--- src/rtl/kb_uart_pkg.sv ---
// Shared constants, FSM encoding and parity helper for the keyboard-to-UART bridge.
package kb_uart_pkg;

    localparam int PARITY_NONE = 0;
    localparam int PARITY_EVEN = 1;
    localparam int PARITY_ODD  = 2;

    // Baud ticks per serial bit.
    localparam int OVERSAMPLE = 16;

    typedef enum logic [2:0] {
        ST_IDLE,
        ST_START,
        ST_DATA,
        ST_PARITY,
        ST_STOP
    } tx_state_e;

    // Parity bit for a zero-extended data word: XOR of the bits for even, inverted for odd.
    function automatic logic parity_bit(input logic [7:0] data, input int mode);
        return (^data) ^ (mode == PARITY_ODD);
    endfunction

endpackage

--- src/rtl/sync_fifo.sv ---
// Single-clock FIFO with occupancy count; a pop in the same cycle frees room for a push when full.
module sync_fifo #(
    parameter int WIDTH = 8,
    parameter int DEPTH = 8
) (
    input  logic                     clk,
    input  logic                     reset,
    input  logic                     push,
    input  logic [WIDTH-1:0]         wdata,
    input  logic                     pop,
    output logic [WIDTH-1:0]         rdata,
    output logic                     full,
    output logic                     empty,
    output logic [$clog2(DEPTH):0]   count
);

    localparam int AW = $clog2(DEPTH);

    logic [WIDTH-1:0] mem_q [DEPTH];
    logic [AW-1:0]    wr_ptr_q, wr_ptr_d;
    logic [AW-1:0]    rd_ptr_q, rd_ptr_d;
    logic [AW:0]      count_q, count_d;
    logic             do_push, do_pop;

    assign empty   = (count_q == '0);
    assign full    = (count_q == (AW+1)'(DEPTH));
    assign do_pop  = pop && !empty;
    assign do_push = push && (!full || do_pop);
    assign rdata   = mem_q[rd_ptr_q];
    assign count   = count_q;

    // Next pointer and occupancy values; pointers wrap naturally because DEPTH is a power of two.
    always_comb begin
        // NOTE: every output of a combinational block gets a default first, so no path can infer a latch.
        wr_ptr_d = wr_ptr_q;
        rd_ptr_d = rd_ptr_q;
        count_d  = count_q;
        if (do_push) wr_ptr_d = wr_ptr_q + 1'b1;
        if (do_pop)  rd_ptr_d = rd_ptr_q + 1'b1;
        case ({do_push, do_pop})
            2'b10:   count_d = count_q + 1'b1;
            2'b01:   count_d = count_q - 1'b1;
            default: count_d = count_q;
        endcase
    end

    // Pointer and count registers with synchronous active-low reset.
    always_ff @(posedge clk) begin
        // NOTE: clocked state uses <= so every flop samples pre-edge values regardless of statement order.
        if (!reset) begin
            wr_ptr_q <= '0;
            rd_ptr_q <= '0;
            count_q  <= '0;
        end else begin
            wr_ptr_q <= wr_ptr_d;
            rd_ptr_q <= rd_ptr_d;
            count_q  <= count_d;
        end
    end

    // Storage array write port.
    always_ff @(posedge clk) begin
        // NOTE: the storage is deliberately not reset; the cleared count makes stale entries unreachable.
        if (do_push) mem_q[wr_ptr_q] <= wdata;
    end

endmodule

--- src/rtl/kb_uart_bridge.sv ---
// Keyboard byte strobes are queued in a FIFO and serialised onto a UART line
// with configurable data width, parity and stop bits.
module kb_uart_bridge
    import kb_uart_pkg::*;
#(
    parameter int DIVISOR   = 163,
    parameter int DATA_BITS = 8,
    parameter int PARITY    = 0,
    parameter int STOP_BITS = 1,
    parameter int DEPTH     = 8
) (
    input  logic                    clk,
    input  logic                    reset,
    input  logic [7:0]              key_data,
    input  logic                    key_valid,
    input  logic                    clr_ovf,
    output logic                    tx,
    output logic                    busy,
    output logic [$clog2(DEPTH):0]  fifo_count,
    output logic                    overflow
);

    localparam int CNT_W  = (DIVISOR > 1) ? $clog2(DIVISOR) : 1;
    localparam int TICK_W = $clog2(OVERSAMPLE);

    // Baud generator
    logic [CNT_W-1:0]     baud_cnt_q, baud_cnt_d;
    logic                 tick;

    // Transmitter
    tx_state_e            state_q, state_d;
    logic [DATA_BITS-1:0] shreg_q, shreg_d;
    logic [TICK_W-1:0]    tick_cnt_q, tick_cnt_d;
    logic [2:0]           bit_cnt_q, bit_cnt_d;
    logic                 par_q, par_d;
    logic                 tx_q, tx_d;
    logic                 busy_q, busy_d;
    logic                 bit_end;

    // FIFO and overflow
    logic                 fifo_pop, fifo_full, fifo_empty;
    logic [DATA_BITS-1:0] fifo_rdata;
    logic                 ovf_q, ovf_d;
    logic                 drop;

    sync_fifo #(
        .WIDTH (DATA_BITS),
        .DEPTH (DEPTH)
    ) u_fifo (
        .clk   (clk),
        .reset (reset),
        .push  (key_valid),
        .wdata (key_data[DATA_BITS-1:0]),
        .pop   (fifo_pop),
        .rdata (fifo_rdata),
        .full  (fifo_full),
        .empty (fifo_empty),
        .count (fifo_count)
    );

    assign tick    = (baud_cnt_q == CNT_W'(DIVISOR - 1));
    assign bit_end = tick && (tick_cnt_q == TICK_W'(OVERSAMPLE - 1));

    // A push is lost only when full and the transmitter is not freeing a slot this cycle.
    assign drop = key_valid && fifo_full && !fifo_pop;

    // Free-running oversample counter; never restarted by the transmitter.
    always_comb begin
        baud_cnt_d = tick ? '0 : baud_cnt_q + 1'b1;
    end

    // Baud counter register.
    always_ff @(posedge clk) begin
        if (!reset) baud_cnt_q <= '0;
        else        baud_cnt_q <= baud_cnt_d;
    end

    // Transmit FSM next state, shift register and registered line/busy values.
    always_comb begin
        state_d    = state_q;
        shreg_d    = shreg_q;
        bit_cnt_d  = bit_cnt_q;
        par_d      = par_q;
        fifo_pop   = 1'b0;
        tick_cnt_d = tick_cnt_q;
        if (tick) tick_cnt_d = bit_end ? '0 : tick_cnt_q + 1'b1;

        case (state_q)
            ST_IDLE: begin
                if (!fifo_empty) begin
                    fifo_pop   = 1'b1;
                    shreg_d    = fifo_rdata;
                    par_d      = parity_bit(8'(fifo_rdata), PARITY);
                    tick_cnt_d = '0;
                    bit_cnt_d  = '0;
                    state_d    = ST_START;
                end
            end
            ST_START: begin
                if (bit_end) state_d = ST_DATA;
            end
            ST_DATA: begin
                if (bit_end) begin
                    shreg_d = shreg_q >> 1;
                    if (bit_cnt_q == 3'(DATA_BITS - 1)) begin
                        bit_cnt_d = '0;
                        state_d   = (PARITY != PARITY_NONE) ? ST_PARITY : ST_STOP;
                    end else begin
                        bit_cnt_d = bit_cnt_q + 1'b1;
                    end
                end
            end
            ST_PARITY: begin
                if (bit_end) state_d = ST_STOP;
            end
            ST_STOP: begin
                if (bit_end) begin
                    if (bit_cnt_q == 3'(STOP_BITS - 1)) state_d = ST_IDLE;
                    else                                bit_cnt_d = bit_cnt_q + 1'b1;
                end
            end
            default: state_d = ST_IDLE;
        endcase

        // Line level follows the state being entered so tx is a clean flop output.
        tx_d = 1'b1;
        case (state_d)
            ST_START:  tx_d = 1'b0;
            ST_DATA:   tx_d = shreg_d[0];
            ST_PARITY: tx_d = par_d;
            default:   tx_d = 1'b1;
        endcase
        busy_d = (state_d != ST_IDLE);
    end

    // Sticky overflow: a dropped push wins over a simultaneous clear.
    always_comb begin
        ovf_d = clr_ovf ? 1'b0 : ovf_q;
        if (drop) ovf_d = 1'b1;
    end

    // Transmitter and overflow registers; reset aborts any frame in flight.
    always_ff @(posedge clk) begin
        if (!reset) begin
            state_q    <= ST_IDLE;
            shreg_q    <= '0;
            tick_cnt_q <= '0;
            bit_cnt_q  <= '0;
            par_q      <= 1'b0;
            tx_q       <= 1'b1;
            busy_q     <= 1'b0;
            ovf_q      <= 1'b0;
        end else begin
            state_q    <= state_d;
            shreg_q    <= shreg_d;
            tick_cnt_q <= tick_cnt_d;
            bit_cnt_q  <= bit_cnt_d;
            par_q      <= par_d;
            tx_q       <= tx_d;
            busy_q     <= busy_d;
            ovf_q      <= ovf_d;
        end
    end

    assign tx       = tx_q;
    assign busy     = busy_q;
    assign overflow = ovf_q;

endmodule
--- config.mk ---
export PLATFORM = sky130hd
export DESIGN_NAME = kb_uart_bridge
export DESIGN_NICKNAME = d
export VERILOG_FILES = /design/src/rtl/kb_uart_pkg.sv /design/src/rtl/sync_fifo.sv /design/src/rtl/kb_uart_bridge.sv
export SDC_FILE = /design/constraint.sdc
export NUM_CORES = 1
export LEC_CHECK = 0
export ABC_AREA = 1
export BUFFER_PORTS_ARGS = -buffer_cell sky130_fd_sc_hd__buf_2
export CAP_MARGIN = 25
export CORE_ASPECT_RATIO = 0.75
export CORE_MARGIN = 1.5
export CORE_UTILIZATION = 55
export DETAILED_ROUTE_END_ITERATION = 10
export PLACE_DENSITY_LB_ADDON = 0.12
export SLEW_MARGIN = 0
export SYNTH_ARGS = -nofsm -noshare
export SYNTH_HDL_FRONTEND = slang
export SYNTH_HIERARCHICAL = 1
export SYNTH_SLANG_ARGS = --single-unit
--- constraint.sdc ---
create_clock -name clk -period 3.93 [get_ports clk]
set_input_delay 0.1965 -clock clk [delete_from_list [all_inputs] [get_ports clk]]
set_output_delay 0.1965 -clock clk [all_outputs]
set_load 0.05 [all_outputs]
==> results.yml <==
cells_and_area:
  layout_common_cells: "nand2_1, edfxtp_1, nor2_1, inv_1, dfxtp_1"
  mostFrequentLayoutCell: "nand2_1"
  final_area_um2: 5500
  insertedDiodeCount: 0
  syn2layout_area_growth_pct: 8.54
  drive_above_1_share_pct: 17.4
  final.fill_count: 757
  finalNetCount: 576
min_path:
  worstHoldPathType: "in2reg"
  min_to: "overflow"
  hold_path.startpoint: "clr_ovf"
  hold_depth: 2
global_routing:
  met1_usage_pct: 32.2
  grt.total_usage_pct: 21.7
  use_met2_pct: 31.8
  grt.met3_usage_pct: 5.65
  top_usage_layer: "met1"
  overflow: 0
  antenna_found_initial: 0
  grt_max_degree: 34
  grt_pass1_wl_um: 16200
  grt_pass1_vias: 3224
worst_setup_path:
  start_kind: "flop"
  crit_chain: "nor2_2 -> nand2_4 -> inv_1 -> inv_1 -> nand3_1 -> inv_1 -> inv_1 -> nand4_1 -> nand2_1 -> inv_2 -> nand2_2 -> nor2_1"
  rrSetupSlack_ns: 0.95
  path_class: "reg2reg"
  cp.arrival_ns: 2.95
  cp-end-kind: "flop"
  cp_common_cell: "inv_1"
  r2r-end: "u_fifo/mem_q[2][4]"
  reg2regPathDepth: 12
  worstPathMaxFanout: 11
  crit_required_ns: 3.91
  rr_startpoint: "u_fifo/count[3]"
  cpPeakStageDelay_ns: 0.56
  cp_slowest_cell: "nor2_1"
place:
  place_area_um2: 5230
  gp_congestion: 0.829
  portBuffers: 18
  dpl.hpwl_um: 6990
  post-place-ws_ns: 0.988
drt:
  firstDrtPassIters: 4
  drtIter0Drc: 238
  ant_nets: 0
  viasPerCell: 5.26
  drt-total-wl_um: 9750
  vias: 3525
  remaining_drc_errors: 0
  wl_per_cell_um: 14.6
clocking:
  cts_max_path_buffers: 2
  clock-sinks: 107
  holdBufCountCts: 0
  path_clk_slew_ns: 0.07
  h-tree-depth: 3
  cts_resized: 0
  clock-root-buffer: "clkbuf_16"
  insertion_delay_ns: 0.34
  tritoncts: "yes"
  cts_buffers: 9
  postCtsSetupRepairBufs: 0
synth:
  syn-num-nets: 557
  yosys.area_share.adder_pct: 2.86
  yosys.area.top_type: "edfxtp_1"
  synth_top_family_by_area: "simple AND/OR/NAND/NOR gates"
  synthCells: 534
  syn_area_per_cell_um2: 9.50
  synthMuxAreaShare_pct: 3.16
  synthSimpleGateAreaFrac_pct: 22.5
  synth_area_leaders: "edfxtp_1, dfxtp_1, nand2_1, nor2_1, inv_1"
  synth_xor_area_share_pct: 0.518
  ys_seq_elements: 107
  synth_area_um2: 5070
  yosysUniqueCellTypes: 40
  yosys_warnings: 6
  synth_compound_area_share_pct: 9.25
  synth.top_cell.area_share_pct: 37.9
  ys_seq_area_share_pct: 54.9
power:
  power.share.sequential_pct: 40.4
  power.leakage_nw: 2.23
  p_int_w: 0.00215
  combPwrFrac_pct: 35.5
  p_sw_w: 0.00133
  irDropWorstVdd_mv: 0.319
  p_per_area_nw_per_um2: 633
  pwr-share-clk_pct: 24.0
  swShare_pct: 38.2
flow_run:
  max-cap-violations: 0
floorplanning:
  initial_utilization_pct: 56.3
  die_w_um: 114
  ios: 19
  core_area_um2: 9010
  die_area_um2: 9810
  fp.dieH_um: 86.2
  num_rows: 30
timing:
  max-slew-margin-rel_pct: 53.3
  rsz0062_at_grt: "false"
  hold_viol: 0
  max_freq_mhz: 336
  skew_ns: 0.00594
  period_minus_slack_ns: 2.98
  setup_viol: 0
  fin_setup_tns_ns: 0
  fin_crit_sh_pct: 75.7
  setup_ws_ns: 0.955
  tightestPinTransition_ns: 0.697
  slew_viol_final: 0
run_status:
  status: "completed"
==> state kept, by name, indices dropped and copies added, names as in the netlist, named ones only <==
register	cells
bit_cnt_q	3
u_fifo/rd_ptr_q	3
u_fifo/wr_ptr_q	3
baud_cnt_q	8
tx	1
shreg_q	8
busy	1
par_q	1
u_fifo/count	4
tick_cnt_q	4
u_fifo/mem_q	64
state_q	3
overflow	1
==> synth_stat cells <==
cell      count
o21ai_0      22
nor3b_1       3
o21ai_1       6
nor4_1        2
edfxtp_1     64
o211ai_1      1
buf_4         4
nand2_4       4
nand4_1       3
o22ai_1      16
or2_0         1
inv_4         1
a21oi_1      13
a211oi_1      1
xor2_1        2
o21ai_2       6
a21oi_2      10
nor2_2        5
nand2_2       4
nor2_4        2
clkbuf_1      3
nand3_4       1
nor3_1        6
buf_2         2
inv_2        15
inv_1        52
nand3_2      10
nand2_1     121
nor2_1       57
ha_1         10
or2_2         1
xnor2_1       1
nor2_8        2
o32ai_1       1
buf_8         1
fa_1          1
mux2i_1      16
buf_6         2
dfxtp_1      43
nand3_1      19
==> metrics by stage <==
step                cells  total power, W  hold slack [ns]  utilization, %
CTS                   670         0.00351           0.0318            61.1
floorplan             534         0.00244            0.295               -
global route          670         0.00373           0.0356            61.1
detailed placement    654         0.00267            0.409            58.0
finish                670         0.00348           0.0473            61.1
global placement      654         0.00264            0.403            58.0
==> per-layer routing <==
metal	vias up	share of wire, %
met5	-	0
met4	0	1.1
met3	9	5.7
met2	60	42
met1	1636	51
li1	1820	-
==> cell families after synthesis <==
| group | Yosys count |
|---|---|
| AND/OR/NAND/NOR | 241 |
| flip-flops | 107 |
| buffers and inverters | 80 |
| AO/OA/AOI/OAI | 76 |
| multiplexers | 16 |
| adder cells (fa/ha/maj) | 11 |
| XOR/XNOR | 3 |
==> critical path, delay by kind of cell (launching register included) <==
kind / cells / cell delay (ns)
flip-flops: 1 / 0.45
buffers and inverters: 5 / 0.69
AND/OR/NAND/NOR: 7 / 1.47
==> power by group through the flow <==
stage	sequential (W)	clock, W	combinational, W
3_5_place_dp	0.00143	0	0.00124
4_1_cts	0.00141	0.000859	0.00124
6_report	0.00141	0.000837	0.00124
3_3_place_gp	0.00143	0	0.00121
5_1_grt	0.00143	0.000896	0.00140
2_1_floorplan	0.00150	0	0.000934
==> worst max-delay path by stage <==
stage / to / from / slack [ns] / depth (start not counted)
final: u_fifo/mem_q[2][4] / u_fifo/count[3] / 0.95 / 12
after global routing: u_fifo/mem_q[1][3] / u_fifo/count[3] / 0.66 / 12
after CTS: u_fifo/mem_q[0][2] / u_fifo/count[0] / 0.96 / 12
after detailed placement: u_fifo/mem_q[0][2] / u_fifo/count[0] / 0.99 / 12
after global placement: u_fifo/mem_q[1][1] / u_fifo/count[3] / 1.08 / 12
after floorplan: u_fifo/mem_q[1][0] / u_fifo/count[3] / 1.46 / 12
==> area by class of cell <==
cell class              count  area, um^2  area share (%)
clock buffers               9         225            4.09
flip-flops and latches    107        2780            50.6
repair buffers             20         105            1.91
inverters                  68         258            4.68
multi-input cells         347        1940            35.3
well taps                 112         140            2.55
clock inverters             7        51.3           0.932
Power figures use the tool's default switching activity.
